### src/rtl/cgu_divn.sv
`default_nettype none
// +----------------------------------------------------------------------------+
// | Module   : cgu_divn                                                        |
// | Purpose  : NCH-channel clock-enable / divided-clock generator. Each        |
// |            channel picks an event source (every cycle, or the synchronised |
// |            rising edge of one src bit), counts div+1 events per tick and   |
// |            toggles a 50%-duty level on every tick.                         |
// | Ports    : c_clk/c_rstb   clock, async active-low reset                    |
// |            scan_mode      forces lck = c_clk                               |
// |            src            asynchronous event sources                       |
// |            tick, lck      per-channel pulse and divided level              |
// |            c_valid..c_ready  single-cycle config register port            |
// | Revision : 1.0  initial release                                            |
// +----------------------------------------------------------------------------+
module cgu_divn #(
  parameter int NCH  = 4,
  parameter int NSRC = 36,
  parameter int DW   = 16,
  parameter int SW   = 6
) (
  input  logic              c_clk,
  input  logic              c_rstb,
  input  logic              scan_mode,
  input  logic [NSRC-1:0]   src,
  output logic [NCH-1:0]    tick,
  output logic [NCH-1:0]    lck,
  input  logic              c_valid,
  input  logic              c_write,
  input  logic [31:0]       c_addr,
  input  logic [1:0]        c_size,
  input  logic [31:0]       c_wdata,
  output logic [31:0]       c_rdata,
  output logic              c_ready
);

  localparam logic [31:0] c_ctrl_addr   = 32'h0000_0000;
  localparam logic [31:0] c_status_addr = 32'h0000_0004;
  localparam logic [31:0] c_info_addr   = 32'h0000_0008;
  localparam logic [31:0] c_ch_base     = 32'h0000_0010;
  localparam logic [31:0] c_ch_end      = c_ch_base + 32'(8 * NCH);
  localparam logic [31:0] c_info        = {8'd0, 8'(DW), 8'(NSRC), 8'(NCH)};

  // ---------------- source synchroniser and edge detect ----------------
  logic [NSRC-1:0] r_sync1, r_sync2, r_sync3, r_edge;
  logic [2**SW-1:0] w_ev_vec;

  always_ff @(posedge c_clk or negedge c_rstb) begin
    if (!c_rstb) begin
      r_sync1 <= '0;
      r_sync2 <= '0;
      r_sync3 <= '0;
      r_edge  <= '0;
    end else begin
      r_sync1 <= src;
      r_sync2 <= r_sync1;
      r_sync3 <= r_sync2;
      r_edge  <= r_sync2 & ~r_sync3;
    end
  end

  // Select index 0 = every cycle, 1..NSRC = edge of src[sel-1], above = never.
  always_comb begin
    w_ev_vec         = '0;
    w_ev_vec[NSRC:0] = {r_edge, 1'b1};
  end

  // ---------------- bus decode ----------------
  logic [31:0] w_word_addr, w_wd, w_off, w_rd_word;
  logic        w_wr, w_rd, w_in_ch, w_is_div, w_ctrl_wr, w_status_wr;
  logic [2:0]  w_idx;

  assign w_word_addr = {c_addr[31:2], 2'b00};
  assign w_wd        = c_wdata << {c_addr[1:0], 3'b000};
  assign w_off       = w_word_addr - c_ch_base;
  assign w_wr        = c_valid & c_write;
  assign w_rd        = c_valid & ~c_write;
  assign w_in_ch     = (w_word_addr >= c_ch_base) && (w_word_addr < c_ch_end);
  assign w_idx       = w_off[5:3];
  assign w_is_div    = w_off[2];
  assign w_ctrl_wr   = w_wr && (w_word_addr == c_ctrl_addr);
  assign w_status_wr = w_wr && (w_word_addr == c_status_addr);

  // ---------------- channels ----------------
  logic [SW-1:0]  w_sel [NCH];
  logic [DW-1:0]  w_div [NCH];
  logic [NCH-1:0] r_en, r_status, w_fire;

  for (genvar n = 0; n < NCH; n++) begin : g_ch
    logic [SW-1:0] r_sel;
    logic [DW-1:0] r_div, r_cnt;
    logic          r_tg, r_tick;
    logic          w_hit_cfg, w_hit_div, w_restart, w_ev;

    assign w_hit_cfg = w_wr && w_in_ch && (w_idx == 3'(n)) && !w_is_div;
    assign w_hit_div = w_wr && w_in_ch && (w_idx == 3'(n)) && w_is_div;
    assign w_restart = w_hit_cfg || w_hit_div || (w_ctrl_wr && w_wd[16+n]);
    assign w_ev      = w_ev_vec[r_sel];
    assign w_fire[n] = r_en[n] && !w_restart && w_ev && (r_cnt == r_div);

    always_ff @(posedge c_clk or negedge c_rstb) begin
      if (!c_rstb) begin
        r_sel  <= SW'(n + 1);
        r_div  <= '0;
        r_cnt  <= '0;
        r_tg   <= 1'b0;
        r_tick <= 1'b0;
      end else begin
        if (w_hit_cfg) r_sel <= w_wd[SW-1:0];
        if (w_hit_div) r_div <= w_wd[DW-1:0];
        // A config write or rst pulse restarts the phase with no tick.
        if (w_restart || !r_en[n]) begin
          r_cnt  <= '0;
          r_tg   <= 1'b0;
          r_tick <= 1'b0;
        end else begin
          r_tick <= w_fire[n];
          if (w_fire[n]) begin
            r_cnt <= '0;
            r_tg  <= ~r_tg;
          end else if (w_ev) begin
            r_cnt <= r_cnt + 1'b1;
          end
        end
      end
    end

    assign w_sel[n] = r_sel;
    assign w_div[n] = r_div;
    assign tick[n]  = r_tick;
    assign lck[n]   = scan_mode ? c_clk : r_tg;
  end

  // ---------------- read mux ----------------
  always_comb begin
    w_rd_word = '0;
    if (w_word_addr == c_ctrl_addr) begin
      w_rd_word[NCH-1:0] = r_en;
    end else if (w_word_addr == c_status_addr) begin
      w_rd_word[NCH-1:0] = r_status;
    end else if (w_word_addr == c_info_addr) begin
      w_rd_word = c_info;
    end else if (w_in_ch) begin
      for (int i = 0; i < NCH; i++) begin
        if (w_idx == 3'(i)) begin
          if (w_is_div) w_rd_word[DW-1:0] = w_div[i];
          else          w_rd_word[SW-1:0] = w_sel[i];
        end
      end
    end
  end

  // ---------------- control/status and bus response ----------------
  logic [31:0] r_rdata;
  logic [1:0]  r_lane;
  logic        r_ready;
  logic [NCH-1:0] w_clr;

  assign w_clr = w_status_wr ? w_wd[NCH-1:0] : '0;

  always_ff @(posedge c_clk or negedge c_rstb) begin
    if (!c_rstb) begin
      r_en     <= '0;
      r_status <= '0;
      r_ready  <= 1'b0;
      r_rdata  <= '0;
      r_lane   <= 2'b00;
    end else begin
      r_ready <= c_valid;
      if (w_rd) begin
        r_rdata <= w_rd_word;
        r_lane  <= c_addr[1:0];
      end
      if (w_ctrl_wr) r_en <= w_wd[NCH-1:0];
      // Set beats clear when both land in the same cycle.
      r_status <= (r_status & ~w_clr) | w_fire;
    end
  end

  assign c_rdata = r_rdata >> {r_lane, 3'b000};
  assign c_ready = r_ready;

  logic w_unused;
  assign w_unused = ^{c_size, w_off[31:6], w_off[1:0], w_wd};

endmodule
`default_nettype wire

### config.mk
export PLATFORM = sky130hd
export DESIGN_NAME = cgu_divn
export DESIGN_NICKNAME = d
export VERILOG_FILES = /design/src/rtl/cgu_divn.sv
export SDC_FILE = /design/constraint.sdc
export NUM_CORES = 1
export LEC_CHECK = 0
export ABC_AREA = 1
export BUFFER_PORTS_ARGS = -buffer_cell sky130_fd_sc_hd__buf_4
export CORE_MARGIN = 3
export CORE_UTILIZATION = 40
export CTS_CLUSTER_DIAMETER = 200
export DETAILED_ROUTE_END_ITERATION = 12
export GPL_TIMING_DRIVEN = 0
export MAX_ROUTING_LAYER = met4
export PLACE_DENSITY = 0.66
export SETUP_SLACK_MARGIN = 0.3
export SLEW_MARGIN = 20
export SYNTH_ARGS = -nofsm -noshare
export SYNTH_HDL_FRONTEND = slang
export SYNTH_SLANG_ARGS = --single-unit
export TNS_END_PERCENT = 30
### constraint.sdc
create_clock -name c_clk -period 1.8 [get_ports c_clk]
set_input_delay 0.36 -clock c_clk [delete_from_list [all_inputs] [get_ports c_clk]]
set_output_delay 0.36 -clock c_clk [all_outputs]
set_load 0.02 [all_outputs]
# Word-level counts from Yosys, hierarchy flattened
# Index checks and enable logic that the tools add are counted.
# classes
n_addsub	5
magnitude_cmp	6
n_eq_ne	9
shift	2
n_mux	60
bitwise_logic	12
reduce_logical	63
# ops
cell	count
$mux W16	22
$add A16 B1 Y16 const B	4
$eq A16 B16 Y1	4
$mux W28	2
$mux W10	4
$and A36 B36 Y36	1
$not A36 Y36	1
$ge A32 B5 Y1 const B	1
$logic_and A1 B1 Y1	32
$logic_not A32 Y1	1
$lt A32 B6 Y1 const B	1
$shl A32 B5 Y20	1
$shr A32 B5 Y32	1
$eq A30 B1 Y1 const B	1
$eq A30 B2 Y1 const B	1
$lt A6 B7 Y1 const B	4
$bmux W1 S6	4
$mux W6	4
$mux W1	20
$logic_or A1 B1 Y1	12
$mux W4	3
$reduce_bool A3 Y1	4
$logic_not A1 Y1	9
$reduce_bool A2 Y1	4
10 further kinds	16
# word_totals
ff_bits	347
out_inout_bits	41
wordCells	186

# Longest topological paths before layout
# Gate-level depths: netlist (run 1).
# logic_depth
depth_word	17
ltp_mapped	16

==> impl_metrics.py, run 1 <==
metrics = {
    "run_status": {
        "outcome": "complete, but fails checks",
        "failed_checks": "hold timing, setup timing",
    },
    "timing": {
        "worst_slew_pin_slew_ns": 1.094,
        "hold_slack_ns": -0.3725,
        "hold_viol": 51,
        "final_max_slew_viol_count": 0,
        "relSlewSlack": 0.2628,
        "finalSetupViolCount": 89,
        "worst_slack_ns": -0.9772,
        "rsz0062_at_grt": "true",
        "finalClockSkew_ns": 0.03154,
    },
    "cts": {
        "cts_tree": "yes",
        "cts_hold_buf": 37,
        "clkLatencyLatePin_ns": 0.67,
        "clk_pin_slew_ns": 0.06,
    },
    "worst_setup_path": {
        "cp.arrival_ns": 2.42,
        "required_ns": 1.44,
        "endpoint_kind": "primary output",
        "critPathLaunchType": "clock port",
        "crit_type": "clock port to primary output",
        "cp_max_fo": 2,
    },
    "route": {
        "dr.pass1.iters": 5,
        "wl_met2_mm": 24.29,
        "wirelength_met1_mm": 21.47,
        "wl_met3_mm": 3.303,
        "initialDrtViolationCount": 1271,
        "via_count": 15110,
        "via_per_inst": 5.206,
        "highest_layer": "met4",
        "drtAntennaViolNets": 0,
        "remaining_drc_errors": 0,
        "wl_mm": 50.74,
        "wire_per_inst_um": 17.48,
    },
    "pwr": {
        "power_density_nw_per_um2": 788.7,
        "irDropWorstVdd_v": 0.0008399,
        "finalPower_uw": 17800,
        "p_leak_uw": 0.01068,
    },
    "final_layout": {
        "layout.cells.non_filler": 2903,
        "finalNetCount": 2460,
        "antenna_cells": 0,
        "syn2layout_area_growth_pct": 34.28,
        "final_cell_mix": "nand2_1 (472), dfrtp_1 (320), inv_1 (206)",
        "layout_commonest_cell": "nand2_1",
        "drive_above_1_share": 0.2779,
        "nFillCells": 3670,
    },
    "job": {
        "timing.max_cap.violations": 0,
    },
    "global_route": {
        "gr-total-overflow": 0,
        "grt.total_usage": 0.2366,
        "antenna_found_initial": 0,
        "grt_max_degree": 101,
        "grt_pass1_vias": 15100,
        "grt_pass1_wl_mm": 80.70,
    },
    "die": {
        "start_util": 0.4080,
        "rows": 74,
        "die_h_um": 211,
        "die-area_um2": 44520,
        "coreArea_um2": 41200,
        "die_w_um": 211,
        "ioPinCount": 148,
    },
    "yosys": {
        "mappedNetlistArea_um2": 16810,
        "synthArstFlopShare": 1.000,
        "yosysSeqAreaShare": 0.4946,
        "avgSynthCellArea_um2": 8.160,
        "synth_edf_count": 0,
        "yosysWarnings": 0,
        "synth.distinct_cells": 49,
        "synth-seq-cells": 332,
        "synth_top_flop_cell": "dfrtp_1",
        "synth_cells": 2060,
    },
    "min_path": {
        "hold_class": "input port to asynchronous set/reset pin",
    },
    "place": {
        "portBuffers": 117,
        "globalplace.congestion": 0.9364,
        "placedCellCount": 2726,
        "dp_hpwl_mm": 35.65,
    },
}
## stage by stage
step	util	setup WS, ns	setup TNS, ns	hold slack [ns]	area (µm²)
2_1_floorplan	-	0.01905	0	0.06441	17010
6_report	0.5479	-0.9772	-17.22	-0.3725	22570
5_1_grt	0.5479	-1.013	-26.05	-0.3532	22570
3_5_place_dp	0.4524	-0.6707	-73.60	0.3100	18640
4_1_cts	0.5268	-0.9988	-15.66	-0.3829	21710
3_3_place_gp	0.4502	-2.621	-922.46	0.3313	18550
## layer usage
metal / GRT usage / vias to the layer above
met1: 0.3043 / 7272
met4: 0.09353 / 0
li1: - / 7223
met2: 0.3741 / 502
met5: - / -
met3: 0.04277 / 117
## path summary, 6_finish.rpt
check                                 start  depth (start not counted)  slack, ns           endpoint
max                                   c_clk                         13      -0.98             lck[2]
min                                  c_rstb                          1      -0.37   g_ch[3].r_cnt[7]
max reg2reg                g_ch[2].r_sel[0]                         13      -0.27  g_ch[2].r_cnt[13]
min reg2reg                      r_sync1[7]                          0       0.34         r_sync2[7]
min in group c_clk                  c_write                          4       0.14          r_lane[1]
max in group asynchronous            c_rstb                          3       0.89     g_ch[1].r_tick
## registers in the layout, indices dropped and copies added, names as in the netlist
name         count
r_rdata         17
r_edge          36
g_ch.r_cnt      64
r_status         4
g_ch.r_tg        4
r_sync1         36
r_sync2         36
g_ch.r_tick      4
r_lane           2
g_ch.r_sel      24
c_ready          1
g_ch.r_div      64
r_sync3         36
r_en             4
## critical path: stages
cell,delay (ns)
clkbuf_16,0.12
clkbuf_16,0.13
clkbuf_16,0.13
clkbuf_16,0.13
clkbuf_16,0.13
clkbuf_16,0.13
clkbuf_16,0.13
clkbuf_16,0.13
nand2_4,0.05
clkbuf_16,0.13
clkbuf_16,0.12
o21ai_2,0.05
buf_6,0.13
## synth_stat cells, types with 9 or more instances
cell | n | share of area
nor3_1 | 22 | 0.0066
nor4_1 | 10 | 0.0037
a21oi_1 | 52 | 0.015
buf_6 | 15 | 0.010
xnor2_1 | 31 | 0.016
buf_4 | 26 | 0.012
nor2_1 | 137 | 0.031
o21ai_1 | 29 | 0.0086
xor2_1 | 56 | 0.029
o21ai_0 | 151 | 0.045
nand2_1 | 560 | 0.13
inv_1 | 223 | 0.050
o21ai_2 | 17 | 0.0089
nor2_2 | 9 | 0.0033
nand3_1 | 133 | 0.040
dfrtp_1 | 327 | 0.49
or2_2 | 9 | 0.0033
nand2_2 | 11 | 0.0041
o211ai_1 | 14 | 0.0063
nand3_2 | 10 | 0.0060
buf_2 | 25 | 0.0074
nand4_1 | 93 | 0.035
clkbuf_1 | 26 | 0.0058
inv_2 | 11 | 0.0025
## final cells by class
class	instances	area [µm²]	area share
Clock inverter	10	98.84	0.004379
Inverter	241	1001	0.04434
Sequential cell	332	8323	0.3687
Buffer	94	850.8	0.03769
Timing Repair Buffer	216	2068	0.09162
Timing Repair inverter	1	7.507	0.0003326
Clock buffer	70	1446	0.06408
Multi-Input combinational cell	1407	8112	0.3593
Tap cell	532	665.6	0.02949
## kinds of logic after synthesis
logic type	Yosys count	synth area share
other	1	0.0002231
AND/OR/NAND/NOR	1018	0.2721
XOR/XNOR	87	0.04533
AO/OA/AOI/OAI	280	0.09185
buffers and inverters	335	0.09073
adder cells (fa/ha/maj)	7	0.005210
flip-flops	332	0.4946
## power by group
| group | leakage (µW) | internal (µW) | switching, µW |
|---|---|---|---|
| Clock | 0.000782 | 5520 | 3330 |
| Combinational | 0.00558 | 466 | 744 |
| Sequential | 0.00432 | 7640 | 107 |
## repair_timing
item / 4_1_cts / 5_1_grt
pin swaps: 74 / 89
cloned: 12 / 2
endpoints found under the setup margin: 161 / 187
hold endpoints to repair: 88 / 51
gates resized for setup: 232 / 223
setup buffers: 35 / 15
(Power assumes the default switching activity.)
==> run 2: changes to the inputs <==
==> constraint.sdc (replaced) <==
create_clock -name c_clk -period 1.8 [get_ports c_clk]
set_input_delay 0.18 -clock c_clk [delete_from_list [all_inputs] [get_ports c_clk]]
set_output_delay 0.18 -clock c_clk [all_outputs]
set_load 0.02 [all_outputs]
==> run 2 against run 1 <==
The flow finishes with violations (setup timing). Via count fell by 0.60%. Combinational power decreased by 5%. Wire length is 1.2% lower. Global-route usage is 0.56 points lower. Sequential share of layout area rose by 1.1 points. Core utilization down 1.6 points. Hold slack improved by 0.42 ns. Critical path type unchanged. Largest cell class unchanged.
==> impl_metrics.py, run 2 (same netlist as run 1, synthesis figures left out) <==
metrics = {
    "run_status": {
        "outcome": "complete, but fails checks",
        "failed_checks": "setup timing",
    },
    "timing": {
        "rsz0062_at_grt": "true",
        "finalSetupTns_ns": -14.23,
        "final_max_slew_viol_count": 0,
        "finalClockSkew_ns": 0.02368,
        "finalSetupViolCount": 78,
        "worst_slew_pin_slew_ns": 1.134,
        "relSlewSlack": 0.2358,
        "hold_viol": 0,
        "worst_slack_ns": -0.7813,
    },
    "die": {
        "die-area_um2": 44520,
        "ioPinCount": 148,
        "start_util": 0.4080,
        "die_h_um": 211,
        "rows": 74,
        "die_w_um": 211,
        "coreArea_um2": 41200,
    },
    "route": {
        "dr.pass1.iters": 5,
        "via_count": 15020,
        "via_per_inst": 5.196,
        "wire_per_inst_um": 17.34,
        "remaining_drc_errors": 0,
        "wl_mm": 50.12,
        "initialDrtViolationCount": 1344,
        "drtAntennaViolNets": 0,
    },
    "final_layout": {
        "nFillCells": 3730,
        "finalNetCount": 2443,
        "layout.cells.non_filler": 2891,
        "layout_commonest_cell": "nand2_1",
        "syn2layout_area_growth_pct": 30.37,
        "final_cell_area_um2": 21910,
        "final_cell_mix": "nand2_1 (505), dfrtp_1 (320), inv_1 (206)",
        "reg.largest.list": "g_ch.r_cnt: 64 flops, g_ch.r_div: 64 flops",
        "drive_above_1_share": 0.2406,
    },
    "pwr": {
        "finalPower_uw": 18300,
        "irDropWorstVdd_v": 0.0007931,
        "p_leak_uw": 0.01041,
        "power_density_nw_per_um2": 835.0,
    },
    "worst_setup_path": {
        "required_ns": 1.62,
        "cp.arrival_ns": 2.40,
        "cp_max_fo": 2,
        "crit_type": "clock port to primary output",
        "endpoint_kind": "primary output",
        "critPathLaunchType": "clock port",
    },
    "place": {
        "dp_hpwl_mm": 35.83,
        "dpl_cell_area_um2": 18630,
        "portBuffers": 117,
        "post-place-ws_ns": -0.3683,
        "placedCellCount": 2726,
        "globalplace.congestion": 0.9665,
    },
    "global_route": {
        "gr-total-overflow": 0,
        "grt_max_degree": 98,
        "antenna_found_initial": 1,
        "grt_pass1_wl_mm": 78.77,
        "grt.total_usage": 0.2310,
        "grt_pass1_vias": 14440,
    },
    "min_path": {
        "hold_class": "input port to asynchronous set/reset pin",
    },
    "cts": {
        "clk_pin_slew_ns": 0.06,
        "clkLatencyLatePin_ns": 0.68,
        "cts_tree": "yes",
    },
    "job": {
        "timing.max_cap.violations": 0,
    },
}
==> run 2: changes by cell type in the layout (fill, tap and decap cells not counted), moves of 6 or more <==
cell	change
buf_6	-24
nand3_2	-12
o21ai_2	-17
buf_2	+9
o21ai_0	+23
nand2_2	-26
nand3_1	+13
nor2_1	+7
nand2_1	+33
nor2_4	-6
==> run 2: worst paths after layout <==
path,depth (start not counted),endpoint,from,slack (ns)
max,13,lck[2],c_clk,-0.78
min,2,g_ch[0].r_cnt[9],c_rstb,0.05
max reg2reg,16,g_ch[2].r_cnt[10],g_ch[2].r_sel[0],-0.34
min reg2reg,0,r_sync2[5],r_sync1[5],0.34
max in group asynchronous,3,r_sync2[31],c_rstb,0.90
min in group c_clk,3,g_ch[2].r_div[10],c_wdata[10],0.07
==> run 2: cell type report <==
class,instances,area [µm²],area share
tap,532,665.6,0.03037
timing repair inverter,1,7.507,0.0003426
buffer,94,765.7,0.03494
clock buffer,68,1420,0.06480
sequential,332,8323,0.3798
antenna,2,5.005,0.0002284
inverter,241,975.9,0.04453
timing repair buffer,198,1821,0.08307
clock inverter,16,216.5,0.009877
multi-input combinational,1407,7715,0.3520
==> run 2: critical path, stage by stage <==
cell and delay (ns):
clkbuf_16 0.12, clkbuf_16 0.13, clkbuf_16 0.13, clkbuf_16 0.13, clkbuf_16 0.13, clkbuf_16 0.13, clkbuf_16 0.13, clkbuf_16 0.13
nand2_4 0.05, clkbuf_16 0.13, clkbuf_16 0.12, o21ai_2 0.05, buf_6 0.13
==> run 2: per-stage QoR <==
step           hold slack (ns)    util
6_report               0.04905  0.5319
5_1_grt                0.06276  0.5319
4_1_cts               -0.08088  0.5178
3_3_place_gp            0.2890  0.4500
2_1_floorplan          -0.1156       -
3_5_place_dp            0.1491  0.4522
==> run 2: timing repair <==
item                       4_1_cts  5_1_grt
resized for setup              153      127
pin swaps                       47       67
hold endpoints to repair       372        7
gates cloned                     7        2
hold buffers                    38        1
setup endpoints to repair      109      136
setup buffers                   22       13
==> run 2: where the power goes <==
| group | switching (µW) | total (µW) | internal, µW |
|---|---|---|---|
| registers | 103 | 7740 | 7640 |
| logic | 707 | 1150 | 443 |
| clock network | 3490 | 9410 | 5920 |
| total | 4300 | 18300 | 14000 |
==> run 2: metal layers <==
metal | vias up | global-route usage | share of wire
met2 | 499 | 0.3740 | 0.48
li1 | 7185 | - | -
met5 | - | - | 0
met3 | 88 | 0.04471 | 0.065
met4 | 0 | 0.06536 | 0.027
met1 | 7251 | 0.2985 | 0.43
